### config.mk
export PLATFORM = sky130hd
export DESIGN_NAME = usb_packet_tx
export DESIGN_NICKNAME = d
export VERILOG_FILES = /design/src/rtl/usb_tx_pkg.sv /design/src/rtl/usb_tx_crc.sv /design/src/rtl/usb_packet_tx.sv
export SDC_FILE = /design/constraint.sdc
export NUM_CORES = 1
export LEC_CHECK = 0
export BUFFER_PORTS_ARGS = -buffer_cell sky130_fd_sc_hd__buf_4
export CAP_MARGIN = 10
export CORE_UTILIZATION = 54
export DETAILED_ROUTE_END_ITERATION = 16
export HOLD_SLACK_MARGIN = 0.12
export PLACE_DENSITY = 0.76
export SYNTH_ARGS = -nofsm -noshare
export SYNTH_HDL_FRONTEND = slang
export SYNTH_SLANG_ARGS = --single-unit
### constraint.sdc
create_clock -name clk -period 3.2 [get_ports clk]
set_input_delay 0 -clock clk [delete_from_list [all_inputs] [get_ports clk]]
set_output_delay 0 -clock clk [all_outputs]
set_load 0.02 [all_outputs]
### src/rtl/usb_tx_pkg.sv
// Shared constants and types for the full-speed USB packet transmitter.
// PID values, FSM state encoding, CRC polynomials and bit-stuffing limit.
package usb_tx_pkg;

    localparam logic [3:0] PID_OUT   = 4'h1;
    localparam logic [3:0] PID_IN    = 4'h9;
    localparam logic [3:0] PID_SOF   = 4'h5;
    localparam logic [3:0] PID_SETUP = 4'hD;
    localparam logic [3:0] PID_DATA0 = 4'h3;
    localparam logic [3:0] PID_DATA1 = 4'hB;
    localparam logic [3:0] PID_ACK   = 4'h2;
    localparam logic [3:0] PID_NAK   = 4'hA;
    localparam logic [3:0] PID_STALL = 4'hE;

    typedef enum logic [1:0] {
        PKT_HS,
        PKT_TOKEN,
        PKT_DATA
    } pkt_type_t;

    typedef enum logic [3:0] {
        ST_IDLE,
        ST_SYNC,
        ST_PID,
        ST_TOKEN,
        ST_CRC5,
        ST_DATA,
        ST_CRC16,
        ST_EOP_SE0,
        ST_EOP_J
    } tx_state_t;

    localparam logic [4:0]  CRC5_POLY      = 5'h05;
    localparam logic [4:0]  CRC5_INIT      = 5'h1F;
    localparam logic [4:0]  CRC5_RESIDUAL  = 5'h0C;
    localparam logic [15:0] CRC16_POLY     = 16'h8005;
    localparam logic [15:0] CRC16_INIT     = 16'hFFFF;
    localparam logic [15:0] CRC16_RESIDUAL = 16'h800D;

    localparam logic [7:0] SYNC_PATTERN = 8'h80;
    localparam int         STUFF_LIMIT  = 6;

    // Packet class is encoded in the two low PID bits.
    function automatic pkt_type_t pid_type(input logic [3:0] pid);
        case (pid[1:0])
            2'b01:   return PKT_TOKEN;
            2'b11:   return PKT_DATA;
            default: return PKT_HS;
        endcase
    endfunction

endpackage

### src/rtl/usb_tx_crc.sv
// Serial CRC5/CRC16 generator, one bit per bit_en_i, MSB-side feedback.
// crc_o is the inverted remainder ready to be sent MSB first.
module usb_tx_crc
    import usb_tx_pkg::*;
(
    input  logic        clk,
    input  logic        rst,
    input  logic        mode_i,
    input  logic        clear_i,
    input  logic        bit_en_i,
    input  logic        data_i,
    output logic [15:0] crc_o
);

    logic [15:0] crc_q, crc_d;
    logic        fb;

    always_comb begin
        crc_d = crc_q;
        fb    = 1'b0;
        if (clear_i) begin
            crc_d = mode_i ? CRC16_INIT : {11'd0, CRC5_INIT};
        end else if (bit_en_i) begin
            if (mode_i) begin
                fb    = crc_q[15] ^ data_i;
                crc_d = {crc_q[14:0], 1'b0} ^ (fb ? CRC16_POLY : 16'h0000);
            end else begin
                fb    = crc_q[4] ^ data_i;
                crc_d = {11'd0, crc_q[3:0], 1'b0} ^ {11'd0, (fb ? CRC5_POLY : 5'h00)};
            end
        end
    end

    always_ff @(posedge clk or posedge rst) begin
        if (rst) crc_q <= '0;
        else     crc_q <= crc_d;
    end

    assign crc_o = mode_i ? ~crc_q : {11'd0, ~crc_q[4:0]};

endmodule

### src/rtl/usb_packet_tx.sv
// Full-speed USB packet transmitter: SYNC/PID/payload/CRC serialiser with
// bit stuffing, NRZI and EOP. Payload bytes are pulled one at a time.
module usb_packet_tx
    import usb_tx_pkg::*;
#(
    parameter int CLKS_PER_BIT = 8,
    parameter int MAX_BYTES    = 64,
    parameter int LEN_W        = $clog2(MAX_BYTES + 1)
) (
    input  logic             clk,
    input  logic             rst,
    input  logic             tx_start,
    input  logic [3:0]       tx_pid,
    input  logic [10:0]      tx_token,
    input  logic [LEN_W-1:0] tx_len,
    input  logic [7:0]       tx_data,
    input  logic             tx_data_valid,
    output logic             tx_data_ready,
    output logic             busy,
    output logic             done,
    output logic             err_underrun,
    output logic             d_plus,
    output logic             d_minus
);

    localparam int CNT_W = (CLKS_PER_BIT > 2) ? $clog2(CLKS_PER_BIT) : 1;

    tx_state_t        state_q, state_d;
    pkt_type_t        type_q, type_d, start_type;
    logic [CNT_W-1:0] cnt_q, cnt_d;
    logic [3:0]       bit_q, bit_d;
    logic [10:0]      shreg_q, shreg_d;
    logic [3:0]       pid_q, pid_d;
    logic [10:0]      token_q, token_d;
    logic [LEN_W-1:0] len_q, len_d;
    logic [2:0]       ones_q, ones_d, ones_nxt;
    logic             stuff_q, stuff_d;
    logic             lvl_q, lvl_d;
    logic             abort_q, abort_d;

    logic        tick, in_field, raw_bit, tx_bit, line_j, se0, need_byte;
    logic        crc_clear, crc_en, crc_mode;
    logic [15:0] crc_res;
    logic [3:0]  crc_idx;

    assign tick       = (cnt_q == CNT_W'(CLKS_PER_BIT - 1));
    assign start_type = pid_type(tx_pid);
    assign crc_mode   = (state_q == ST_IDLE) ? (start_type == PKT_DATA) : (type_q == PKT_DATA);
    assign in_field   = state_q inside {ST_SYNC, ST_PID, ST_TOKEN, ST_CRC5, ST_DATA, ST_CRC16};

    // CRC fields come straight from the generator, MSB first; others shift out LSB first.
    assign crc_idx = (state_q == ST_CRC5) ? (4'd4 - bit_q) : (4'd15 - bit_q);
    assign raw_bit = (state_q == ST_CRC5 || state_q == ST_CRC16) ? crc_res[crc_idx] : shreg_q[0];
    assign tx_bit  = raw_bit & ~stuff_q;

    usb_tx_crc u_crc (
        .clk      (clk),
        .rst      (rst),
        .mode_i   (crc_mode),
        .clear_i  (crc_clear),
        .bit_en_i (crc_en),
        .data_i   (raw_bit),
        .crc_o    (crc_res)
    );

    // NRZI: a 0 toggles the previous level, a 1 holds it. J is level 1.
    always_comb begin
        se0    = 1'b0;
        line_j = 1'b1;
        if (stuff_q || in_field) line_j = tx_bit ? lvl_q : ~lvl_q;
        else if (state_q == ST_EOP_SE0) se0 = 1'b1;
    end

    assign d_plus  = ~se0 & line_j;
    assign d_minus = ~se0 & ~line_j;
    assign busy    = (state_q != ST_IDLE);

    always_comb begin
        state_d       = state_q;
        type_d        = type_q;
        bit_d         = bit_q;
        shreg_d       = shreg_q;
        pid_d         = pid_q;
        token_d       = token_q;
        len_d         = len_q;
        ones_d        = ones_q;
        stuff_d       = stuff_q;
        lvl_d         = lvl_q;
        abort_d       = abort_q;
        need_byte     = 1'b0;
        crc_clear     = 1'b0;
        crc_en        = 1'b0;
        tx_data_ready = 1'b0;
        done          = 1'b0;
        err_underrun  = 1'b0;
        ones_nxt      = raw_bit ? (ones_q + 3'd1) : 3'd0;
        cnt_d         = (state_q == ST_IDLE || tick) ? '0 : cnt_q + CNT_W'(1);

        case (state_q)
            ST_IDLE: begin
                if (tx_start) begin
                    state_d   = ST_SYNC;
                    type_d    = start_type;
                    pid_d     = tx_pid;
                    token_d   = tx_token;
                    len_d     = (tx_len > LEN_W'(MAX_BYTES)) ? LEN_W'(MAX_BYTES) : tx_len;
                    shreg_d   = {3'b000, SYNC_PATTERN};
                    bit_d     = 4'd0;
                    ones_d    = 3'd0;
                    stuff_d   = 1'b0;
                    lvl_d     = 1'b1;
                    abort_d   = 1'b0;
                    crc_clear = 1'b1;
                end
            end
            ST_EOP_SE0: begin
                if (tick) begin
                    // A stuff bit owed by the last CRC bit goes out before SE0 starts.
                    if (stuff_q) stuff_d = 1'b0;
                    else if (bit_q == 4'd1) begin
                        state_d = ST_EOP_J;
                        bit_d   = 4'd0;
                    end else bit_d = bit_q + 4'd1;
                end
            end
            ST_EOP_J: begin
                if (tick) begin
                    done         = 1'b1;
                    err_underrun = abort_q;
                    state_d      = ST_IDLE;
                end
            end
            default: begin
                if (tick) begin
                    if (stuff_q) begin
                        stuff_d = 1'b0;
                        ones_d  = 3'd0;
                    end else begin
                        crc_en  = (state_q == ST_TOKEN) || (state_q == ST_DATA);
                        shreg_d = {1'b0, shreg_q[10:1]};
                        bit_d   = bit_q + 4'd1;
                        if (ones_nxt == 3'(STUFF_LIMIT)) begin
                            stuff_d = 1'b1;
                            ones_d  = 3'd0;
                        end else ones_d = ones_nxt;
                        case (state_q)
                            ST_SYNC: if (bit_q == 4'd7) begin
                                state_d = ST_PID;
                                bit_d   = 4'd0;
                                shreg_d = {3'b000, ~pid_q, pid_q};
                            end
                            ST_PID: if (bit_q == 4'd7) begin
                                bit_d = 4'd0;
                                case (type_q)
                                    PKT_TOKEN: begin
                                        state_d = ST_TOKEN;
                                        shreg_d = token_q;
                                    end
                                    PKT_DATA: begin
                                        if (len_q == '0) state_d = ST_CRC16;
                                        else need_byte = 1'b1;
                                    end
                                    default: state_d = ST_EOP_SE0;
                                endcase
                            end
                            ST_TOKEN: if (bit_q == 4'd10) begin
                                state_d = ST_CRC5;
                                bit_d   = 4'd0;
                            end
                            ST_CRC5: if (bit_q == 4'd4) begin
                                state_d = ST_EOP_SE0;
                                bit_d   = 4'd0;
                            end
                            ST_DATA: if (bit_q == 4'd7) begin
                                bit_d = 4'd0;
                                if (len_q == '0) state_d = ST_CRC16;
                                else need_byte = 1'b1;
                            end
                            ST_CRC16: if (bit_q == 4'd15) begin
                                state_d = ST_EOP_SE0;
                                bit_d   = 4'd0;
                            end
                            default: ;
                        endcase
                    end
                end
            end
        endcase

        if (tick && (stuff_q || in_field)) lvl_d = line_j;

        // Byte fetch; a missing byte aborts straight into EOP with no CRC.
        if (need_byte) begin
            tx_data_ready = 1'b1;
            if (tx_data_valid) begin
                state_d = ST_DATA;
                shreg_d = {3'b000, tx_data};
                len_d   = len_q - LEN_W'(1);
            end else begin
                state_d = ST_EOP_SE0;
                bit_d   = 4'd0;
                stuff_d = 1'b0;
                ones_d  = 3'd0;
                abort_d = 1'b1;
            end
        end
    end

    always_ff @(posedge clk or posedge rst) begin
        if (rst) begin
            state_q <= ST_IDLE;
            type_q  <= PKT_HS;
            cnt_q   <= '0;
            bit_q   <= 4'd0;
            shreg_q <= '0;
            pid_q   <= 4'd0;
            token_q <= '0;
            len_q   <= '0;
            ones_q  <= 3'd0;
            stuff_q <= 1'b0;
            lvl_q   <= 1'b1;
            abort_q <= 1'b0;
        end else begin
            state_q <= state_d;
            type_q  <= type_d;
            cnt_q   <= cnt_d;
            bit_q   <= bit_d;
            shreg_q <= shreg_d;
            pid_q   <= pid_d;
            token_q <= token_d;
            len_q   <= len_d;
            ones_q  <= ones_d;
            stuff_q <= stuff_d;
            lvl_q   <= lvl_d;
            abort_q <= abort_d;
        end
    end

endmodule

* After elaboration in Yosys (flattened, before gate mapping)
Cells that the tools add are included.
Operators by class: multiplexer cells 107, $lt $le $gt $ge 2, equal/unequal tests 32, reductions and logical operators 20, bitwise logic cells 14, $add $sub $neg 6
Operators by type and width (count):
- $mux 4 | 28
- $mux 16 | 6
- $mux 11 | 7
- $pmux 11 s2 | 2
- $mux 1 | 38
- $ne 6x2->1 const B | 6
- $mux 7 | 5
- $mux 3 | 9
- $eq 4x3->1 const B | 6
- $pmux 4 s3 | 2
- $pmux 4 s6 | 1
- $not 16->16 | 1
- $pmux 4 s4 | 1
- $xor 16x16->16 | 1
- $reduce_and 14->1 | 1
- $eq 4x4->1 const B | 3
- $ne 3x3->1 const B | 4
- $mux 10 | 1
- $reduce_bool 10->1 | 1
- $eq 4x1->1 const B | 2
- $eq 4x2->1 const B | 2
- $pmux 4 s2 | 1
- $gt 7x7->1 const B | 1
- $logic_not 7->1 | 1
- 33 further kinds | 51
Storage, ports and cells: register bits 68, input port bits 34

* Depth between registers and ports, before layout
depth in word-level cells 16, gate-level depth with buffers 13, depth with buffers taken out 10

* Hierarchy
From an unflattened synthesis, not the netlist that was laid out.
Second synthesis, totals: cell total of the unflattened synthesis 541, area total of the unflattened synthesis 4461.8 um^2
By module, submodules not included:
- usb_packet_tx | sequential area each 1302.5 um^2, times used 1, area each 3622.2 um^2, cells an instance 446
- usb_tx_crc | sequential area each 400.4 um^2, times used 1, area each 839.6 um^2, cells an instance 95

* Least setup slack after synthesis
OpenSTA, ideal clock, no wires.
path type register to output, start point register bit_q[0], end point output port d_minus, arrival 3.145 ns, slack 0.055 ns, cell stages (with the launch flop) 14, cell sequence dfrtp_1 -> clkbuf_1 -> inv_1 -> ha_1 -> clkbuf_1 -> nor2_1 -> mux2i_1 -> o211ai_1 -> a2111oi_0 -> a211oi_2 -> nor2_2 -> buf_6 -> a21oi_1 -> o21ai_0
Between the ends: longest elaborated chain between the ends 10, elaborated cells between the ends (all ways) 11
Ends and longest elaborated chain:
- start: declaration | RTL line usb_packet_tx.sv:31 | logic [3:0] bit_q, bit_d;
- start signal: assignment | RTL line usb_packet_tx.sv:227 | bit_q <= bit_d;
- $sub 4x4->4 or $sub 3x4->4 (tied branches) | RTL line usb_packet_tx.sv:52 | assign crc_idx = (state_q == ST_CRC5) ? (4'd4 - bit_q) : (4'd15 - bit_q);
- $mux 4 (*) | RTL line usb_packet_tx.sv:52
- $bmux 1 s4 (*) | RTL line usb_packet_tx.sv:53 | assign raw_bit = (state_q == ST_CRC5 || state_q == ST_CRC16) ? crc_res[crc_idx] : shreg_q[0];
- $mux 1 (implied by the code) (*) | RTL line usb_packet_tx.sv:53
- $mux 1 (*) | RTL line usb_packet_tx.sv:53
- $and 1x1->1 (*) | RTL line usb_packet_tx.sv:54 | assign tx_bit = raw_bit & ~stuff_q;
- $mux 1 (*) (2 in series) | RTL line usb_packet_tx.sv:70 | if (stuff_q || in_field) line_j = tx_bit ? lvl_q : ~lvl_q;
- $not 1->1 (*) | RTL line usb_packet_tx.sv:75 | assign d_minus = ~se0 & ~line_j;
- $and 1x1->1 (*) | RTL line usb_packet_tx.sv:75
- end: declaration | RTL line usb_packet_tx.sv:23 | output logic d_minus
Mark *: on every way between the ends. The rest lies on a longest branch, timed or not. The select of a mux whose other input is x is not followed.

* Final worst setup path
start point register state_q[1], end point output port d_plus
Between the ends: longest elaborated chain between the ends 10, elaborated cells between the ends (all ways) 24
Ends and longest elaborated chain:
- start: declaration | RTL line usb_packet_tx.sv:28 | tx_state_t state_q, state_d;
- start signal: assignment | RTL line usb_packet_tx.sv:224 | state_q <= state_d;
- $logic_not 4->1 | RTL line usb_packet_tx.sv:48 | assign crc_mode = (state_q == ST_IDLE) ? (start_type == PKT_DATA) : (type_q == PKT_DATA);
- $mux 1 | RTL line usb_packet_tx.sv:48
- $mux 16 | RTL line usb_tx_crc.sv:39 | assign crc_o = mode_i ? ~crc_q : {11'd0, ~crc_q[4:0]};
- $bmux 1 s4 | RTL line usb_packet_tx.sv:53
- $mux 1 (implied by the code) | RTL line usb_packet_tx.sv:53
- $mux 1 | RTL line usb_packet_tx.sv:53
- $and 1x1->1 | RTL line usb_packet_tx.sv:54
- $mux 1 (2 in series) | RTL line usb_packet_tx.sv:70
- $and 1x1->1 (*) | RTL line usb_packet_tx.sv:74 | assign d_plus = ~se0 & line_j;
- end: declaration | RTL line usb_packet_tx.sv:22 | output logic d_plus,
Marks and branches as above.

==> impl_metrics.json <==
{
  "synth_warnings": 0,
  "critPathKind": "reg2out",
  "cts_root_buf": "clkbuf_8",
  "drc_errors": 0,
  "synth_ff_type": "dfrtp_1",
  "r2r_start": "state_q[1]$_DFFE_PP0P_",
  "clock_path_buffers": 2,
  "gr-total-overflow": 0,
  "yosysSeqAreaShare": 0.394,
  "reg2reg_depth": 9,
  "intPower_mw": 2.68,
  "die_y_um": 91.5,
  "first_iter_violations": 362,
  "worstMarginPinSlew_ns": 0.691,
  "port_buffers": 39,
  "maxSlewViolCount": 0,
  "p_clk_frac": 0.132,
  "synth_compound_area_frac": 0.235,
  "layout-drive-gt1-share": 0.168,
  "place_congestion": 0.936,
  "clk_pin_slew_ns": 0.07,
  "status": "completed",
  "core_sq_mm": 0.00773,
  "hold_path_depth": 4,
  "synth-simple-area-share": 0.254,
  "grt_pass1_wl_um": 19200,
  "synth_top_area_cell": "dfrtp_1",
  "dp_hpwl_um": 7460,
  "die_w_um": 91.5,
  "slew_headroom": 0.537,
  "top_level_ports": 40,
  "min_period_over_period": 0.962,
  "final.setup.tns_ns": 0,
  "dieArea_sq_mm": 0.00837,
  "netlist_area_sq_mm": 0.00433,
  "dr_total_vias": 4237,
  "p_sw_mw": 2.14,
  "synth_xor_area_frac": 0.0176,
  "cp-start-kind": "flip-flop",
  "syn_to_final_growth_pct": 24.3,
  "peakVddDrop_v": 0.000402,
  "rows": 32,
  "crit_required_ns": 3.20,
  "endpoint_kind": "output port",
  "fill_cells": 592,
  "netSwitchingFraction": 0.444,
  "rsz0062_at_grt": "no",
  "maxCapViolCount": 0,
  "r2r_end": "u_crc.crc_q[2]$_DFFE_PP0P_",
  "diodes": 0,
  "initial_core_util": 0.560,
  "min_period_ns": 3.08,
  "firstDrtPassIters": 5,
  "whs_endpoint": "type_q[1]$_DFFE_PP0P_",
  "power.leakage_nw": 2.33,
  "yosysUniqueCellTypes": 66,
  "fin_util": 0.696,
  "cts_tree": "done",
  "finalSetupViolations": 0,
  "htreeDepth": 3,
  "clock-sinks": 68,
  "avgViaCountPerCell": 5.98,
  "syn_inst": 530,
  "antenna_found_initial": 0,
  "seq_power_share": 0.321,
  "grt_pass1_vias": 4048,
  "post_drt_wl_per_cell_um": 16.1,
  "ant_nets": 0,
  "avgSynthCellArea_sq_um": 8.16,
  "ys_top_cells_by_area": "dfrtp_1 (39%), nand2_1 (8.6%), a21oi_1 (5.1%)",
  "hold_start": "tx_start",
  "cp_data_arrival_time_ns": 3.08,
  "synth.top_cell.area_share": 0.388,
  "hold_viol": 0,
  "grt_max_degree": 54,
  "p_per_area_mw_per_mm2": 897,
  "crit_fanout": 11,
  "cts_buffers": 9,
  "routed_wl_um": 11400,
  "reg2reg_slack_ns": 0.21,
  "synth_top_family_by_area": "simple AND/OR/NAND/NOR gates",
  "p_comb_frac": 0.547,
  "ys_ff_latch": 68,
  "track_usage": 0.287,
  "hp-class": "in2reg",
  "syn_nets": 574,
  "synth_fa_ha_area_frac": 0.0289,
  "synth-edff-count": 0,
  "fin_nets": 646,
  "max_freq_mhz": 325,
  "clock_latency_ns": 0.35,
  "fin_skew_ns": 0.0113,
  "synthArstFlopShare": 1.00,
  "synthMuxAreaShare": 0.0188
}
[cells in the final DEF (no fill, tap or decap), types with 5 or more instances in the layout]
cell,count
a31oi_1,7
ha_1,9
a21o_1,5
and2_1,16
a22oi_1,7
nor3_1,12
nor2b_1,8
mux2i_1,5
nand2b_1,8
clkbuf_8,10
o21ai_0,36
nand3_1,5
inv_1,17
buf_4,59
nand2_1,99
a21oi_1,44
o22ai_1,9
nor2_1,41
o22a_1,7
o211ai_1,6
or3_1,11
a311oi_1,8
dlygate4sd3_1,32
dfrtp_1,67
[how the worst max path moves through the flow]
| stage | to | start | slack, ns |
|---|---|---|---|
| 3_3_place_gp | d_plus | state_q[3]$_DFFE_PP0P_ | 0.35 |
| 2_1_floorplan | d_minus | bit_q[0]$_DFF_PP0_ | 0.05 |
| 6_report | d_plus | state_q[1]$_DFFE_PP0P_ | 0.12 |
| 4_1_cts | d_minus | state_q[3]$_DFFE_PP0P_ | 0.03 |
| 3_5_place_dp | d_plus | state_q[3]$_DFFE_PP0P_ | 0.29 |
| 5_1_grt | d_plus | state_q[2]$_DFFE_PP0P_ | 0.03 |
[per-layer routing]
metal | track usage | wire length [um]
met1 | 0.375 | 5070
met2 | 0.477 | 5530
met3 | 0.0385 | 488
met4 | 0.122 | 310
met5 | 0 | 0
[kinds of logic after synthesis]
kind of cell,after synthesis
simple gates,227
compound gates,157
flops,68
buf+inv,53
fa+ha+maj,10
mux,8
xor+xnor,7
[worst max-delay path, cell delays in order (launching register included)]
cell       delay (ns)
dfrtp_1          0.42
or4b_4           0.61
mux2i_1          0.37
nor2_1           0.15
a2111oi_4        0.37
a211oi_4         0.09
nor2_4           0.24
a21oi_1          0.13
o22a_1           0.21
buf_4            0.15
[cell type report]
| class | instances | area (sq um) | area share |
|---|---|---|---|
| flip-flops and latches | 68 | 1700 | 0.317 |
| clock inverters | 5 | 27.5 | 0.00512 |
| multi-input cells | 410 | 2480 | 0.462 |
| clock buffers | 11 | 141 | 0.0263 |
| well taps | 102 | 128 | 0.0237 |
| inverters | 18 | 67.6 | 0.0126 |
| repair buffers | 95 | 826 | 0.154 |
[power groups by stage]
stage / clock, mW / sequential [mW] / combinational (mW)
global placement: 0 / 1.53 / 2.26
floorplan: 0 / 1.44 / 1.85
global route: 0.685 / 1.60 / 2.92
detailed placement: 0 / 1.55 / 2.33
finish: 0.635 / 1.55 / 2.64
CTS: 0.647 / 1.53 / 2.39
[sequential cells by signal, indices dropped and copies added, names as in the netlist, 2 cells and up]
register / flops
state_q: 4
u_crc.crc_q: 16
token_q: 11
type_q: 2
len_q: 7
cnt_q: 3
shreg_q: 11
pid_q: 4
bit_q: 4
ones_q: 3
[per-stage QoR]
stage / worst slack, ns / hold WS, ns / cell area (sq um) / total power [mW] / instances
2_1_floorplan: 0.0550 / 0.105 / 4330 / 3.29 / 530
3_3_place_gp: 0.349 / 0.191 / 4750 / 3.80 / 656
3_5_place_dp: 0.287 / 0.193 / 4750 / 3.88 / 656
4_1_cts: 0.0348 / 0.164 / 5250 / 4.57 / 704
5_1_grt: 0.0257 / 0.223 / 5380 / 5.20 / 709
6_report: 0.121 / 0.186 / 5380 / 4.82 / 709
[cell usage after synthesis, types with 2 or more instances]
cell	count
o22ai_1	9
o31a_1	2
nor3_1	12
ha_1	10
buf_6	3
or3_1	11
xor2_1	4
o22a_1	7
mux2i_1	7
o221ai_1	3
nand3b_1	4
a221oi_1	2
and2_1	17
nor2_1	42
or2_2	2
or3b_2	2
o21ai_0	38
a31oi_1	7
buf_1	2
nand2_1	99
inv_1	18
dfrtp_1	67
or4_1	4
a21o_1	5
xnor2_1	2
clkbuf_1	26
nand4_1	2
a22oi_1	7
a211oi_1	3
nand3_1	5
o211ai_1	6
nand2b_1	8
nor2b_1	8
buf_2	4
a21oi_1	44
a311oi_1	8
[repair_timing]
action | CTS | global route
gates resized for setup | 2 | 17
cloned | 0 | 1
buffers inserted | 0 | 4
hold buffers | 32 | 0
endpoints found under the setup margin | 2 | 2
pin swaps | 0 | 6
endpoints found under the hold margin | 89 | 0
(Power assumes the default switching activity.)
